File: src/rtl/pztb_pkg.sv
// Shared types for the 1r1w access controller. Define MEM_1R1W_ACCESS_CTRL_FORWARD_EN
// to forward same-cycle write data into a colliding read instead of stalling the read.
package pztb_pkg;

    typedef enum logic {
        COLL_STALL   = 1'b0,
        COLL_FORWARD = 1'b1
    } coll_mode_e;

`ifdef MEM_1R1W_ACCESS_CTRL_FORWARD_EN
    localparam coll_mode_e COLL_MODE = COLL_FORWARD;
`else
    localparam coll_mode_e COLL_MODE = COLL_STALL;
`endif

    // Tracks the read whose memory data arrives this cycle and whether it needs a merge.
    typedef struct packed {
        logic valid;
        logic fwd;
    } rsp_entry_t;

endpackage

File: src/rtl/mem_1r1w_rsp_fifo.sv
// Two-entry response FIFO with valid/ready on both sides and 1-bit wrapping pointers.
module mem_1r1w_rsp_fifo #(
    parameter int DATAW = 32
) (
    input  logic             clk,
    input  logic             rst,
    input  logic             push_valid,
    output logic             push_ready,
    input  logic [DATAW-1:0] push_data,
    output logic             pop_valid,
    input  logic             pop_ready,
    output logic [DATAW-1:0] pop_data
);

    logic [DATAW-1:0] slot_q [2];
    logic [DATAW-1:0] slot_d [2];
    logic             wr_ptr_q, wr_ptr_d;
    logic             rd_ptr_q, rd_ptr_d;
    logic [1:0]       used_q, used_d;
    logic             push_fire, pop_fire;

    always_comb begin
        push_ready = (used_q != 2'd2);
        pop_valid  = (used_q != 2'd0);
        pop_data   = slot_q[rd_ptr_q];
        push_fire  = push_valid && push_ready;
        pop_fire   = pop_valid && pop_ready;

        slot_d   = slot_q;
        wr_ptr_d = wr_ptr_q;
        rd_ptr_d = rd_ptr_q;
        used_d   = used_q;

        if (push_fire) begin
            slot_d[wr_ptr_q] = push_data;
            wr_ptr_d         = ~wr_ptr_q;
        end
        if (pop_fire) begin
            rd_ptr_d = ~rd_ptr_q;
        end
        case ({push_fire, pop_fire})
            2'b10:   used_d = used_q + 2'd1;
            2'b01:   used_d = used_q - 2'd1;
            default: used_d = used_q;
        endcase
    end

    always_ff @(posedge clk or posedge rst) begin
        if (rst) begin
            slot_q[0] <= '0;
            slot_q[1] <= '0;
            wr_ptr_q  <= 1'b0;
            rd_ptr_q  <= 1'b0;
            used_q    <= 2'd0;
        end else begin
            slot_q    <= slot_d;
            wr_ptr_q  <= wr_ptr_d;
            rd_ptr_q  <= rd_ptr_d;
            used_q    <= used_d;
        end
    end

endmodule

File: src/rtl/mem_1r1w_access_ctrl.sv
// Access controller for a 1-read/1-write SRAM with 1-cycle read latency and ordered responses.
// Collision handling selected by MEM_1R1W_ACCESS_CTRL_FORWARD_EN (see pztb_pkg).
module mem_1r1w_access_ctrl #(
    parameter int DATAW = 32,
    parameter int WORDW = 1024,
    parameter int ADDRW = $clog2(WORDW)
) (
    input  logic             clk,
    input  logic             rst,
    input  logic             wr_valid,
    output logic             wr_ready,
    input  logic [ADDRW-1:0] wr_addr,
    input  logic [DATAW-1:0] wr_data,
    input  logic [DATAW-1:0] wr_strb,
    input  logic             rd_valid,
    output logic             rd_ready,
    input  logic [ADDRW-1:0] rd_addr,
    output logic             rsp_valid,
    input  logic             rsp_ready,
    output logic [DATAW-1:0] rsp_data,
    output logic [ADDRW-1:0] mem_adra,
    output logic [DATAW-1:0] mem_da,
    output logic [DATAW-1:0] mem_wema,
    output logic             mem_wea,
    output logic             mem_mea,
    output logic [ADDRW-1:0] mem_adrb,
    output logic             mem_meb,
    input  logic [DATAW-1:0] mem_qb
);

    import pztb_pkg::*;

    logic             wr_fire, rd_fire, rsp_fire, addr_match, coll_stall;
    logic [1:0]       count_q, count_d;
    rsp_entry_t       trk_q, trk_d;
    logic [DATAW-1:0] fwd_data_q, fwd_data_d;
    logic [DATAW-1:0] fwd_strb_q, fwd_strb_d;
    logic [DATAW-1:0] cap_data;
    logic             fifo_push_ready, fifo_pop_valid;
    logic [DATAW-1:0] fifo_pop_data;

    always_comb begin
        addr_match = (rd_addr == wr_addr);
        coll_stall = (COLL_MODE == COLL_STALL) && wr_valid && addr_match;

        wr_ready  = !rst;
        wr_fire   = wr_valid && wr_ready;
        // count covers in-flight plus queued reads, so a free count slot implies FIFO space.
        rd_ready  = !rst && (count_q < 2'd2) && !coll_stall && fifo_push_ready;
        rd_fire   = rd_valid && rd_ready;
        rsp_valid = !rst && fifo_pop_valid;
        rsp_data  = rst ? '0 : fifo_pop_data;
        rsp_fire  = rsp_valid && rsp_ready;

        mem_mea  = wr_fire;
        mem_wea  = wr_fire;
        mem_adra = rst ? '0 : wr_addr;
        mem_da   = rst ? '0 : wr_data;
        mem_wema = rst ? '0 : wr_strb;
        mem_meb  = rd_fire;
        mem_adrb = rst ? '0 : rd_addr;

        count_d = count_q;
        case ({rd_fire, rsp_fire})
            2'b10:   count_d = count_q + 2'd1;
            2'b01:   count_d = count_q - 2'd1;
            default: count_d = count_q;
        endcase

        // The memory reads old data on a collision; keep the write to merge at capture.
        trk_d.valid = rd_fire;
        trk_d.fwd   = (COLL_MODE == COLL_FORWARD) && rd_fire && wr_fire && addr_match;
        fwd_data_d  = trk_d.fwd ? wr_data : fwd_data_q;
        fwd_strb_d  = trk_d.fwd ? wr_strb : fwd_strb_q;

        cap_data = trk_q.fwd ? ((mem_qb & ~fwd_strb_q) | (fwd_data_q & fwd_strb_q)) : mem_qb;
    end

    always_ff @(posedge clk or posedge rst) begin
        if (rst) begin
            count_q    <= 2'd0;
            trk_q      <= '0;
            fwd_data_q <= '0;
            fwd_strb_q <= '0;
        end else begin
            count_q    <= count_d;
            trk_q      <= trk_d;
            fwd_data_q <= fwd_data_d;
            fwd_strb_q <= fwd_strb_d;
        end
    end

    mem_1r1w_rsp_fifo #(
        .DATAW (DATAW)
    ) u_rsp_fifo (
        .clk        (clk),
        .rst        (rst),
        .push_valid (trk_q.valid),
        .push_ready (fifo_push_ready),
        .push_data  (cap_data),
        .pop_valid  (fifo_pop_valid),
        .pop_ready  (rsp_ready),
        .pop_data   (fifo_pop_data)
    );

endmodule

File: config.mk
export PLATFORM = sky130hd
export DESIGN_NAME = mem_1r1w_access_ctrl
export DESIGN_NICKNAME = d
export VERILOG_FILES = /design/src/rtl/pztb_pkg.sv /design/src/rtl/mem_1r1w_rsp_fifo.sv /design/src/rtl/mem_1r1w_access_ctrl.sv
export SDC_FILE = /design/constraint.sdc
export NUM_CORES = 1
export LEC_CHECK = 0
export CORE_UTILIZATION = 39
export CTS_BUF_LIST = sky130_fd_sc_hd__clkbuf_4
export DETAILED_ROUTE_END_ITERATION = 6
export MAX_ROUTING_LAYER = met4
export PLACE_DENSITY_LB_ADDON = 0.3
export RECOVER_POWER = 100
export SYNTH_ARGS = -nofsm -noshare
export SYNTH_HDL_FRONTEND = slang
export SYNTH_SLANG_ARGS = --single-unit
File: constraint.sdc
create_clock -name clk -period 6.3 [get_ports clk]
set_input_delay 1.89 -clock clk [delete_from_list [all_inputs] [get_ports clk]]
set_output_delay 1.89 -clock clk [all_outputs]
set_load 0.005 [all_outputs]
=== Yosys cells after proc, flatten, opt, wreduce, memory -nomap -nowiden ===
Cells that the tools add are included.

* ROM bits: 0
* Input bits: 121
* Bits in latches: 0
* Memories: 0
* Register bits: 71
* Memory bits (writable): 0

* Divide/modulo/power cells: 0
* Equality and inequality tests: 6
* Bitwise logic cells: 4
* Reduce and logical (&&, ||, !) cells: 16
* $add $sub $neg: 4
* Multipliers: 0
* Muxes and demuxes: 13
* Shifts and indexed selects: 0
* Magnitude comparators: 4

{| class="wikitable"
|+ Operators by type and width
! kind !! number
|-
| 32-bit 2-to-1 mux || 7
|-
| 64-bit bitwise mux || 1
|-
| 32-bit demux with 1-bit select || 1
|-
| 10-bit 2-to-1 mux || 2
|-
| 1-bit logical AND || 11
|-
| 10-bit == test || 1
|-
| 2-bit case mux with 2 select lines || 2
|-
| 2-bit nonzero test || 3
|-
| 2-bit by 1-bit adder with 2-bit output, second input constant || 2
|-
| 2-bit by 1-bit == test with 1-bit output, second input constant || 2
|-
| 2-bit == test, second input constant || 2
|-
| 2-bit greater-or-equal comparator, second input constant || 2
|-
| 1-bit NOT with 2-bit output || 2
|-
| 2-bit by 1-bit subtractor with 2-bit output, second input constant || 2
|-
| 1-bit logical NOT || 2
|-
| 2-bit by 1-bit < comparator with 1-bit output, second input constant || 1
|-
| 2-bit < comparator, second input constant || 1
|-
| 2-bit != test, second input constant || 1
|-
| 1-bit NOT || 2
|}

=== Longest topological paths before layout ===
Gate-level depths: netlist of run 1.

* Depth after elaboration: 8
* Mapped depth: 8
* Gate-level depth less buffers: 8

=== Modules after synthesis ===
From an unflattened synthesis of run 1, not the netlist that was laid out.

* Cell total of the unflattened synthesis: 350
* Area total of the unflattened synthesis: 4200.3 sq um

{| class="wikitable"
|+ By module, submodules not included
! module !! sequential area each (sq um) !! area an instance (sq um) !! instances !! cells an instance
|-
| mem_1r1w_rsp_fifo || 1701.6 || 3135.5 || 1 || 189
|-
| mem_1r1w_access_ctrl || 75.1 || 1064.8 || 1 || 161
|}

=== Worst setup path after synthesis of run 1 ===
Ideal clock, no wire load.

* Path type: input -> output
* Start point: input port rst
* End point: output port wr_ready
* Data required time: 4.410 ns
* Stages on the path: 3
* Path slack: 0.619 ns
* Arrival time: 3.791 ns
* Path through: clkbuf_1 clkbuf_1 inv_1

* Word-level cells in the longest chain between the ends: 1

{| class="wikitable"
|+ RTL lines
! item !! line !! text
|-
| from (decl) || mem_1r1w_access_ctrl.sv:9 || <nowiki>input logic rst,</nowiki>
|-
| 1-bit logical NOT (no line) || n/a ||
|-
| to (decl) || mem_1r1w_access_ctrl.sv:11 || <nowiki>output logic wr_ready,</nowiki>
|}

No other way between the ends.

=== Worst setup path in the final report of run 1 ===
* Start point: input port rst
* End point: output port mem_wea

* Word-level cells in the longest chain between the ends: 2

{| class="wikitable"
|+ RTL lines
! item !! line !! text
|-
| 1-bit logical NOT (no line) || n/a ||
|-
| 1-bit logical AND || mem_1r1w_access_ctrl.sv:47 || <nowiki>wr_fire = wr_valid && wr_ready;</nowiki>
|-
| to (decl) || mem_1r1w_access_ctrl.sv:24 || <nowiki>output logic mem_wea,</nowiki>
|}

No other way between the ends.

==> summary.md, run 1 <==
| Metric | Value |
|---|---|
| Worst Path Arrival | 3870 ps |
| Max FO, Critical Path | 54 |
| Final setup vio count | 0 |
| Final setup TNS | 0 ps |
| Area share of the leading cell type in the synthesized netlist | 43.32% |
| Hold buffers post-CTS | 0 |
| Synth top area cells | dfrtp_1 43%, mux2_4 15%, nor2b_1 13%, mux2i_1 7.8%, mux2_2 5.2% |
| Tot GR Track Use | 24.47% |
| Worst-Skew Late Latency | 410 ps |
| Worst setup endpoint | mem_wea |
| Post-CTS Repair Setup Buffers | 0 |
| Clk slew on worst S/H paths | 110 ps |
| RSZ-0062 raised after global routing | no |
| # Max-Cap Violations | 1 |
| Adder-cell share of the synthesized area | 0.6101% |
| Starting Density | 39.91% |
| Bufs on Longest Clock Path | 2 |
| Crit path time final | 5763 ps |
| Clock Skews | 10.83 ps |
| Area of the multi-input gates | 2076 sq um |
| DP Wirelength | 9653 um |
| VDD IR max | 198.2 uV |
| Power Dens Cells | 311.1 nW/um^2 |
| Area grow syn2layout | 61.50% |
| Reg2Reg Setup Slack | 4130 ps |
| Die Span X | 104.6 um |
| Synth cell count leaders | 86 x nor2b_1, 71 x dfrtp_1, 40 x mux2_4 |
| Async S/R FF share, synth | 100.0% |
| Antenna violations before repair | 1 |
| WL met2 | 6689 um |
| XOR/XNOR Fraction of Synth Area | 3.844% |
| Final Power | 0.002061 W |
| Avg Cell Area, Syn | 11.75 sq um |
| Vias in the first global route | 3546 |
| # clock sinks | 71 |
| Detailed-route wire length per cell | 17.54 um |
| Routability cong. | 0.9459 |
| Via/cell ratio | 4.696 |
| Max stage delay on crit path | 720 ps |
| Final Net Count | 704 |
| Startpoint Class | input port |
| Met3 WL | 788 um |
| Distinct cell type count after synthesis | 27 |
| Top cell type by total area after synthesis | dfrtp_1 |
| Core Region | 10280 sq um |
| Clock Root Buffer | clkbuf_4 |
| Failing checks | max-capacitance violations, max-slew violations |
| Setup ws final | 536.8 ps |
| Outcome | finished with violations |
| Largest net degree at the start of global routing | 72 |
| DR iter-0 viols | 142 |
| Layout cells sized above 1 | 10.07% |
| Synth Area in Simple Gates | 19.10% |
| Layout fillers | 876 |
| Max_slew headroom | -14.30% |
| Post-synthesis cell count | 349 |
| CP max stage cell | clkbuf_2 |
| Setup crit start | rst |
| Max Clk Rate | 173.5 MHz |
| Synth Register Bits | 71 |
| Die Ht | 104.6 um |
| Cells along the critical path | buf_4 > clkbuf_2 > nor2b_1 > dlygate4sd3_1 |
| Mapped Area | 4101 sq um |
| Tcrit/Tclk final | 91.48% |
| Die area | 10930 sq um |
| Count leader, synth | nor2b_1 |
| Detailed-router iteration count before antenna repair | 4 |
| Top_reg_cell synth | dfrtp_1 |
| Largest family of logic cells by synthesized area | multiplexers |
| Worst Tran Pin Value | 1715 ps |
| Post-synthesis sequential area ratio | 43.32% |
| Post-Place Setup Slack | 824.0 ps |
| Top layer in use | met4 |
| Post-synth EDFFs | 0 |
| CP required | 4410 ps |
| Final Hold Viols | 0 |
| Met1 wire length | 5047 um |
| HP Class | register to register |
| Register area | 1778 sq um |
| Crit end category | primary output |
| Global route total overflow | 0 |
| Reg2reg path depth | 7 |
| Worst hold slack | 480.4 ps |
| Syn. warnings | 0 |
| Fin util | 64.45% |
| Pleak | 2.983 nW |
| Final WL | 12680 um |
| H-tree levels | 3 |
| CTS tree | done |
| Post-cts gate resize count | 0 |
| Syn nets | 472 |
| IO Pins | 243 |
| Reg-to-reg endpoint | count_q[1]$_DFFE_PP0P_ |
| Final ANT Viol Nets | 0 |
| Compound-Gate Fraction of Synth Area | 0.1220% |
| Via Count | 3395 |
| Reg-to-reg startpoint | u_rsp_fifo.used_q[0]$_DFFE_PP0P_ |
| CTS buffer count | 9 |
| Port Buffers | 242 |
| Critical path class | input port to primary output |
| Final routed DRC violation total | 0 |
| Global-route wire length before repair | 19870 um |
| Slew Limit Fails | 72 |
| Multiplexer share of the synthesized area | 29.04% |
| Num rows | 37 |
-- power breakdown --
group	total, W	internal (W)	leakage (nW)	switching (W)
clock network	0.000320	0.000158	0.0786	0.000162
registers	0.000876	0.000684	0.844	0.000192
logic	0.000864	0.000568	2.06	0.000297
total	0.00206	0.00141	2.98	0.000651
-- placed cells by master (no fill, tap or decap) --
cell type and instances:
nand4_1 2, bufinv_16 2, nor3b_1 1, clkinvlp_4 1, dfrtp_2 1, buf_4 1
nand3_1 1, o21ai_0 1, clkbuf_4 9, nor2b_1 86, ha_1 2, clkdlybuf4s50_1 89
nand2b_1 1, clkbuf_2 3, dfrtp_1 70, inv_1 2, xnor2_1 16, mux2_4 19
mux2_2 19, nand2_4 1, mux2i_1 32, clkinv_4 1, nor2_1 38, or2_0 1
diode_2 1, nor3_1 1, nand2_1 1, nor2_8 1, dlygate4sd3_1 152, mux2_1 26
clkinv_1 3, xor2_1 2, nand3_4 1
-- per-layer routing --
| layer | vias up | GRT usage (%) |
|---|---|---|
| met4 | 0 | 4.082 |
| met1 | 1644 | 28.35 |
| li1 | 1613 | - |
| met3 | 13 | 6.363 |
| met5 | - | - |
| met2 | 125 | 43.09 |
-- state kept, by name (all words and copies together), names as in the netlist --
signal               count
count_q                  2
trk_q                    1
u_rsp_fifo.rd_ptr_q      1
u_rsp_fifo.slot_q       64
u_rsp_fifo.used_q        2
u_rsp_fifo.wr_ptr_q      1
-- stage by stage --
step,cell area [sq um],std cells
floorplan,4101,349
global placement,6560,706
detailed placement,6560,706
CTS,6715,722
global route,6624,723
finish,6624,723
-- critical path, delay by kind of cell --
kind          cells  cell delay (ps)
buf+inv           3             1810
simple gates      1              150
-- layout make-up --
class                           count  area share [%]
Antenna cell                        1         0.03778
Clock buffer                        9           1.020
Clock inverter                      7           1.322
Inverter                            2          0.1133
Multi-Input combinational cell    252           31.34
Sequential cell                    71           26.84
Tap cell                          136           2.569
Timing Repair Buffer              245           36.76
-- kinds of logic after synthesis --
logic type,after synthesis
AND/OR/NAND/NOR,135
multiplexers,96
flip-flops,71
buffers and inverters,26
XOR/XNOR,18
adder cells (fa/ha/maj),2
AO/OA/AOI/OAI,1
-- worst min-delay path by stage --
stage	startpoint	to	depth (start not counted)
6_report	count_q[1]$_DFFE_PP0P_	count_q[1]$_DFFE_PP0P_	1
5_1_grt	count_q[1]$_DFFE_PP0P_	count_q[1]$_DFFE_PP0P_	1
4_1_cts	count_q[1]$_DFFE_PP0P_	count_q[1]$_DFFE_PP0P_	1
3_5_place_dp	count_q[1]$_DFFE_PP0P_	count_q[1]$_DFFE_PP0P_	1
3_3_place_gp	u_rsp_fifo.slot_q[40]$_DFFE_PP0P_	u_rsp_fifo.slot_q[40]$_DFFE_PP0P_	1
2_1_floorplan	count_q[1]$_DFFE_PP0P_	count_q[1]$_DFFE_PP0P_	1
Power figures use the tool's default switching activity.
==> run 2, diff against run 1 <==
- CORE_ASPECT_RATIO: not set -> 1.2
==> summary.md, run 2 (synthesis gave the netlist of run 1 again) <==
| Metric | Value |
|---|---|
| Outcome | finished with violations |
| Failing checks | max-capacitance violations, max-slew violations |
| Num rows | 40 (+8.1%) |
| Global route total overflow | 0 (unchanged) |
| Most frequent CP cell | dlygate4sd3_1 |
| Layout cells sized above 1 | 10.77% (+0.70 points) |
| Final setup vio count | 0 (unchanged) |
| Via Count | 3392 (-0.088%) |
| Largest reg by FF count | u_rsp_fifo.slot_q |
| Post-cts gate resize count | 0 (unchanged) |
| Worst-Skew Late Latency | 420 ps (about the same) |
| Detailed-router iteration count before antenna repair | 4 (unchanged) |
| DR iter-0 viols | 151 (+6.3%) |
| Cells along the critical path | dlygate4sd3_1 > xnor2_1 > nand4_1 > nor3_1 > nor2_1 > dlygate4sd3_1 |
| Global-route wire length before repair | 19150 um (-3.6%) |
| Most frequent cells in the layout | 156 x dlygate4sd3_1, 86 x nor2b_1, 85 x clkdlybuf4s50_1 |
| Final ANT Viol Nets | 0 (unchanged) |
| CP top delay family | buffers and inverters |
| VDD IR max | 197.4 uV (-0.41%) |
| CP max stage cell | dlygate4sd3_1 |
| Largest register FFs | 64 (unchanged) |
| Largest net degree at the start of global routing | 72 (unchanged) |
| HP Class | register to register |
| Fin area | 6636 sq um (+0.19%) |
| CTS buffer count | 9 (unchanged) |
| Crit path time final | 5659 ps (-104.6 ps) |
| H-tree levels | 3 (unchanged) |
| Die Ht | 114.3 um (+9.4%) |
| Starting Density | 40.57% (+0.66 points) |
| # Max-Cap Violations | 1 (unchanged) |
| Layout fillers | 802 (-8.4%) |
| Post-Place Cell Area | 6553 sq um (-0.11%) |
| Die area | 10930 sq um (about the same) |
| Worst Path Arrival | 3770 ps (-100 ps) |
| Via/cell ratio | 4.757 (+1.3%) |
| Reg2Reg Setup Slack | 4220 ps (+90 ps) |
| Top Registers | u_rsp_fifo.slot_q x64, count_q x2, u_rsp_fifo.used_q x2 |
| Max Clk Rate | 176.7 MHz (+1.8%) |
| Area grow syn2layout | 61.81% |
| CP Buf/Inv Count | 2 (-1) |
| Detailed-route wire length per cell | 17.99 um (+2.6%) |
| DP Wirelength | 9917 um (+2.7%) |
| Most common cell after layout, fill and taps aside | dlygate4sd3_1 |
| Cells after DPL | 695 (-1.6%) |
| Power Dens Cells | 312.8 nW/um^2 (+0.54%) |
| Non-Filler Instances | 713 (-1.4%) |
| Hold buffers post-CTS | 0 (unchanged) |
| Final WL | 12830 um (+1.1%) |
| Bufs on Longest Clock Path | 2 (unchanged) |
| Clk slew on worst S/H paths | 100 ps (about the same) |
| Final routed DRC violation total | 0 (unchanged) |
| Core Region | 10110 sq um (-1.6%) |
| Post-CTS Repair Setup Buffers | 0 (unchanged) |
| Max stage delay on crit path | 620 ps (-100 ps) |
| Antenna violations before repair | 2 (+1) |
| # clock sinks | 71 (unchanged) |
| Startpoint Class | input port |
| RSZ-0062 raised after global routing | no |
| Pleak | 3.020 nW (+1.2%) |
| Max FO, Critical Path | 3 (-94%) |
| Slew Limit Fails | 72 (unchanged) |
| Worst Tran Pin Value | 1777 ps (+62.58 ps) |
| Crit end category | primary output |
| Final Net Count | 703 (-0.14%) |
| Critical path class | input port to primary output |
| IO Pins | 243 (unchanged) |
| Final setup TNS | 0 ps (unchanged) |
| CTS tree | done |
| Routability cong. | 0.9113 (-3.7%) |
| Clock Root Buffer | clkbuf_4 |
| Max_slew headroom | -18.48% (-4.2 points) |
| Clock Skews | 18.14 ps (+7.309 ps) |
| Tot GR Track Use | 24.78% (+0.31 points) |
| Die Span X | 95.62 um (-8.5%) |
| Vias in the first global route | 3467 (-2.2%) |
| Port Buffers | 242 (unchanged) |
| CP required | 4410 ps (about the same) |
| Tcrit/Tclk final | 89.82% (-1.7 points) |
| Final Hold Viols | 0 (unchanged) |
==> run 2: per-layer routing <==
metal	routed length, um	global-route usage [%]	vias up
li1	-	-	1612
met1	5252	29.71	1605
met2	6369	39.29	146
met3	814	5.312	29
met4	390	12.14	0
met5	0	-	-
==> run 2: where the power goes <==
| group | switching, W | total, W | internal, W |
|---|---|---|---|
| registers | 0.000194 | 0.000879 | 0.000684 |
| clock network | 0.000158 | 0.000332 | 0.000174 |
| logic | 0.000291 | 0.000866 | 0.000574 |
| total | 0.000644 | 0.00208 | 0.00143 |
==> run 2: area by class of cell <==
type / count / area [sq um] / area share (%)
Sequential cell: 71 / 1778 / 26.79
Inverter: 2 / 7.507 / 0.1131
Clock buffer: 12 / 90.09 / 1.357
Clock inverter: 4 / 70.07 / 1.056
Timing Repair Buffer: 244 / 2445 / 36.84
Antenna cell: 2 / 5.005 / 0.07541
Multi-Input combinational cell: 252 / 2083 / 31.39
Tap cell: 126 / 157.7 / 2.376
==> run 2: final timing paths <==
kind / from / end / cells after the start
setup / recovery: wr_addr[7] / mem_meb / 6
hold / removal: count_q[1]$_DFFE_PP0P_ / count_q[1]$_DFFE_PP0P_ / 1
max in group asynchronous: rst / u_rsp_fifo.rd_ptr_q$_DFFE_PP0P_ / 4
setup reg to reg: u_rsp_fifo.used_q[0]$_DFFE_PP0P_ / count_q[1]$_DFFE_PP0P_ / 7
hold reg to reg: count_q[1]$_DFFE_PP0P_ / count_q[1]$_DFFE_PP0P_ / 1
min in group asynchronous: rst / u_rsp_fifo.slot_q[7]$_DFFE_PP0P_ / 4
==> run 2: metrics by stage <==
| stage | utilization, % | hold slack, ps | power, W | worst slack [ps] |
|---|---|---|---|---|
| final | 65.64 | 474.3 | 0.002076 | 641.4 |
| after global routing | 65.64 | 519.1 | 0.002211 | 512.0 |
| after CTS | 66.40 | 477.4 | 0.002219 | 841.2 |
| after detailed placement | 64.81 | 458.9 | 0.001876 | 854.5 |
| after global placement | 64.81 | 463.2 | 0.001837 | 904.4 |
| after floorplan | - | 442.6 | 0.001454 | 619.2 |
==> run 3, diff against run 2 <==
- CORE_UTILIZATION: 39 -> 30
==> summary.md, run 3 (synthesis gave the netlist of run 1 again) <==
| Metric | Value |
|---|---|
| Outcome | finished with violations |
| Failing checks | max-capacitance violations, max-slew violations |
| Final Net Count | 703 (unchanged) |
| Via/cell ratio | 4.479 (-5.8%) |
| Crit path time final | 5816 ps (+157.4 ps) |
| Tot GR Track Use | 19.30% (-5.5 points) |
| Final WL | 13050 um (+1.7%) |
| Area grow syn2layout | 60.86% |
| Max_slew headroom | -19.33% (-0.85 points) |
| Hold buffers post-CTS | 0 (unchanged) |
| RSZ-0062 raised after global routing | no |
| Worst Tran Pin Value | 1790 ps (+12.79 ps) |
| Largest reg by FF count | u_rsp_fifo.slot_q |
| Die Ht | 130.1 um (+14%) |
| Final routed DRC violation total | 0 (unchanged) |
| DR iter-0 viols | 79 (-48%) |
| Worst-Skew Late Latency | 400 ps (-20 ps) |
| DP Wirelength | 10180 um (+2.6%) |
| Die Span X | 108.7 um (+14%) |
| Clock Skews | 14.16 ps (-3.975 ps) |
| IO Pins | 243 (unchanged) |
| Routability cong. | 0.8583 (-5.8%) |
| Non-Filler Instances | 753 (+5.6%) |
| # clock sinks | 71 (unchanged) |
| Via Count | 3373 (-0.56%) |
| CP required | 4410 ps (about the same) |
| Max Clk Rate | 171.9 MHz (-2.7%) |
| Num rows | 46 (+15%) |
| HP Class | register to register |
| Pleak | 2.951 nW (-2.3%) |
| CTS tree | done |
| Most common cell after layout, fill and taps aside | dlygate4sd3_1 |
| Setup ws final | 483.9 ps (-157.4 ps) |
| Global-route wire length before repair | 19610 um (+2.4%) |
| Max FO, Critical Path | 75 (+72) |
| Slew Limit Fails | 72 (unchanged) |
| Most frequent cells in the layout | 154 x dlygate4sd3_1, 87 x clkdlybuf4s50_1, 86 x nor2b_1 |
| Post-Place Setup Slack | 821.6 ps (-32.87 ps) |
| Vias in the first global route | 3561 (+2.7%) |
| Final Hold Viols | 0 (unchanged) |
| Critical path class | input port to primary output |
| Starting Density | 30.85% (-9.7 points) |
| Post-CTS Repair Setup Buffers | 0 (unchanged) |
| Port Buffers | 242 (unchanged) |
| Final Power | 0.001951 W (-6.0%) |
| Final setup TNS | 0 ps (unchanged) |
| Largest register FFs | 64 (unchanged) |
| Tcrit/Tclk final | 92.32% (+2.5 points) |
| Fin util | 49.62% (-16 points) |
| Clock Root Buffer | clkbuf_4 |
| Global route total overflow | 0 (unchanged) |
| Core Region | 13300 sq um (+32%) |
| Detailed-router iteration count before antenna repair | 4 (unchanged) |
| Layout cells sized above 1 | 9.605% (-1.2 points) |
| Post-cts gate resize count | 0 (unchanged) |
| Top Registers | u_rsp_fifo.slot_q x64, count_q x2, u_rsp_fifo.used_q x2 |
| Crit end category | primary output |
| VDD IR max | 194.0 uV (-1.7%) |
| Clk slew on worst S/H paths | 100 ps (about the same) |
| Power Dens Cells | 295.7 nW/um^2 (-5.4%) |
| Antenna violations before repair | 2 (unchanged) |
| Die area | 14140 sq um (+29%) |
| Largest net degree at the start of global routing | 76 (+5.6%) |
| Cells after DPL | 737 (+6.0%) |
| Worst Path Arrival | 3930 ps (+160 ps) |
| Startpoint Class | input port |
| H-tree levels | 3 (unchanged) |
| Bufs on Longest Clock Path | 2 (unchanged) |
| Final setup vio count | 0 (unchanged) |
| Final ANT Viol Nets | 0 (unchanged) |
| Detailed-route wire length per cell | 17.32 um (-3.7%) |
| CTS buffer count | 9 (unchanged) |
| # Max-Cap Violations | 1 (unchanged) |
run 3: power breakdown:
| group | switching (W) | total, W | internal [W] |
|---|---|---|---|
| Clock | 0.000150 | 0.000233 | 0.0000830 |
| Sequential | 0.000189 | 0.000873 | 0.000684 |
| Combinational | 0.000283 | 0.000845 | 0.000562 |
| Total | 0.000622 | 0.00195 | 0.00133 |
run 3: critical path, stage by stage:
cell and delay [ps]:
buf_4 410, clkbuf_4 750, nor2b_1 170, dlygate4sd3_1 630
run 3: worst paths after layout:
path                       cells past startpoint                               from  slack (ps)                                 to
max                                            4                                rst         480                        mem_adra[9]
max in group asynchronous                      3                                rst        2700    u_rsp_fifo.rd_ptr_q$_DFFE_PP0P_
max reg2reg                                    7   u_rsp_fifo.used_q[0]$_DFFE_PP0P_        4220             count_q[1]$_DFFE_PP0P_
min                                            1  u_rsp_fifo.slot_q[35]$_DFFE_PP0P_         490  u_rsp_fifo.slot_q[35]$_DFFE_PP0P_
min in group asynchronous                      3                                rst        2440  u_rsp_fifo.slot_q[46]$_DFFE_PP0P_
min reg2reg                                    1  u_rsp_fifo.slot_q[35]$_DFFE_PP0P_         490  u_rsp_fifo.slot_q[35]$_DFFE_PP0P_
run 3: cell type report:
cell class	instances	area (sq um)
antenna	2	5.005
timing repair buffer	244	2432
inverter	2	8.758
tap	168	210.2
multi-input combinational	252	2068
sequential	71	1778
clock inverter	3	12.51
clock buffer	11	82.58
fill	1258	6698
run 3: per-layer routing:
metal,GRT usage [%],part of all wire [%]
met3,5.944,8.6
met2,29.93,46
met1,23.85,43
met5,-,0
met4,6.280,1.7
run 3: metrics by stage:
step                      area (sq um)  hold WS, ps
after floorplan                   4101        442.6
after global placement            6606        467.3
after detailed placement          6606        475.3
after CTS                         6701        499.2
after global routing              6598        518.5
final                             6598        493.0
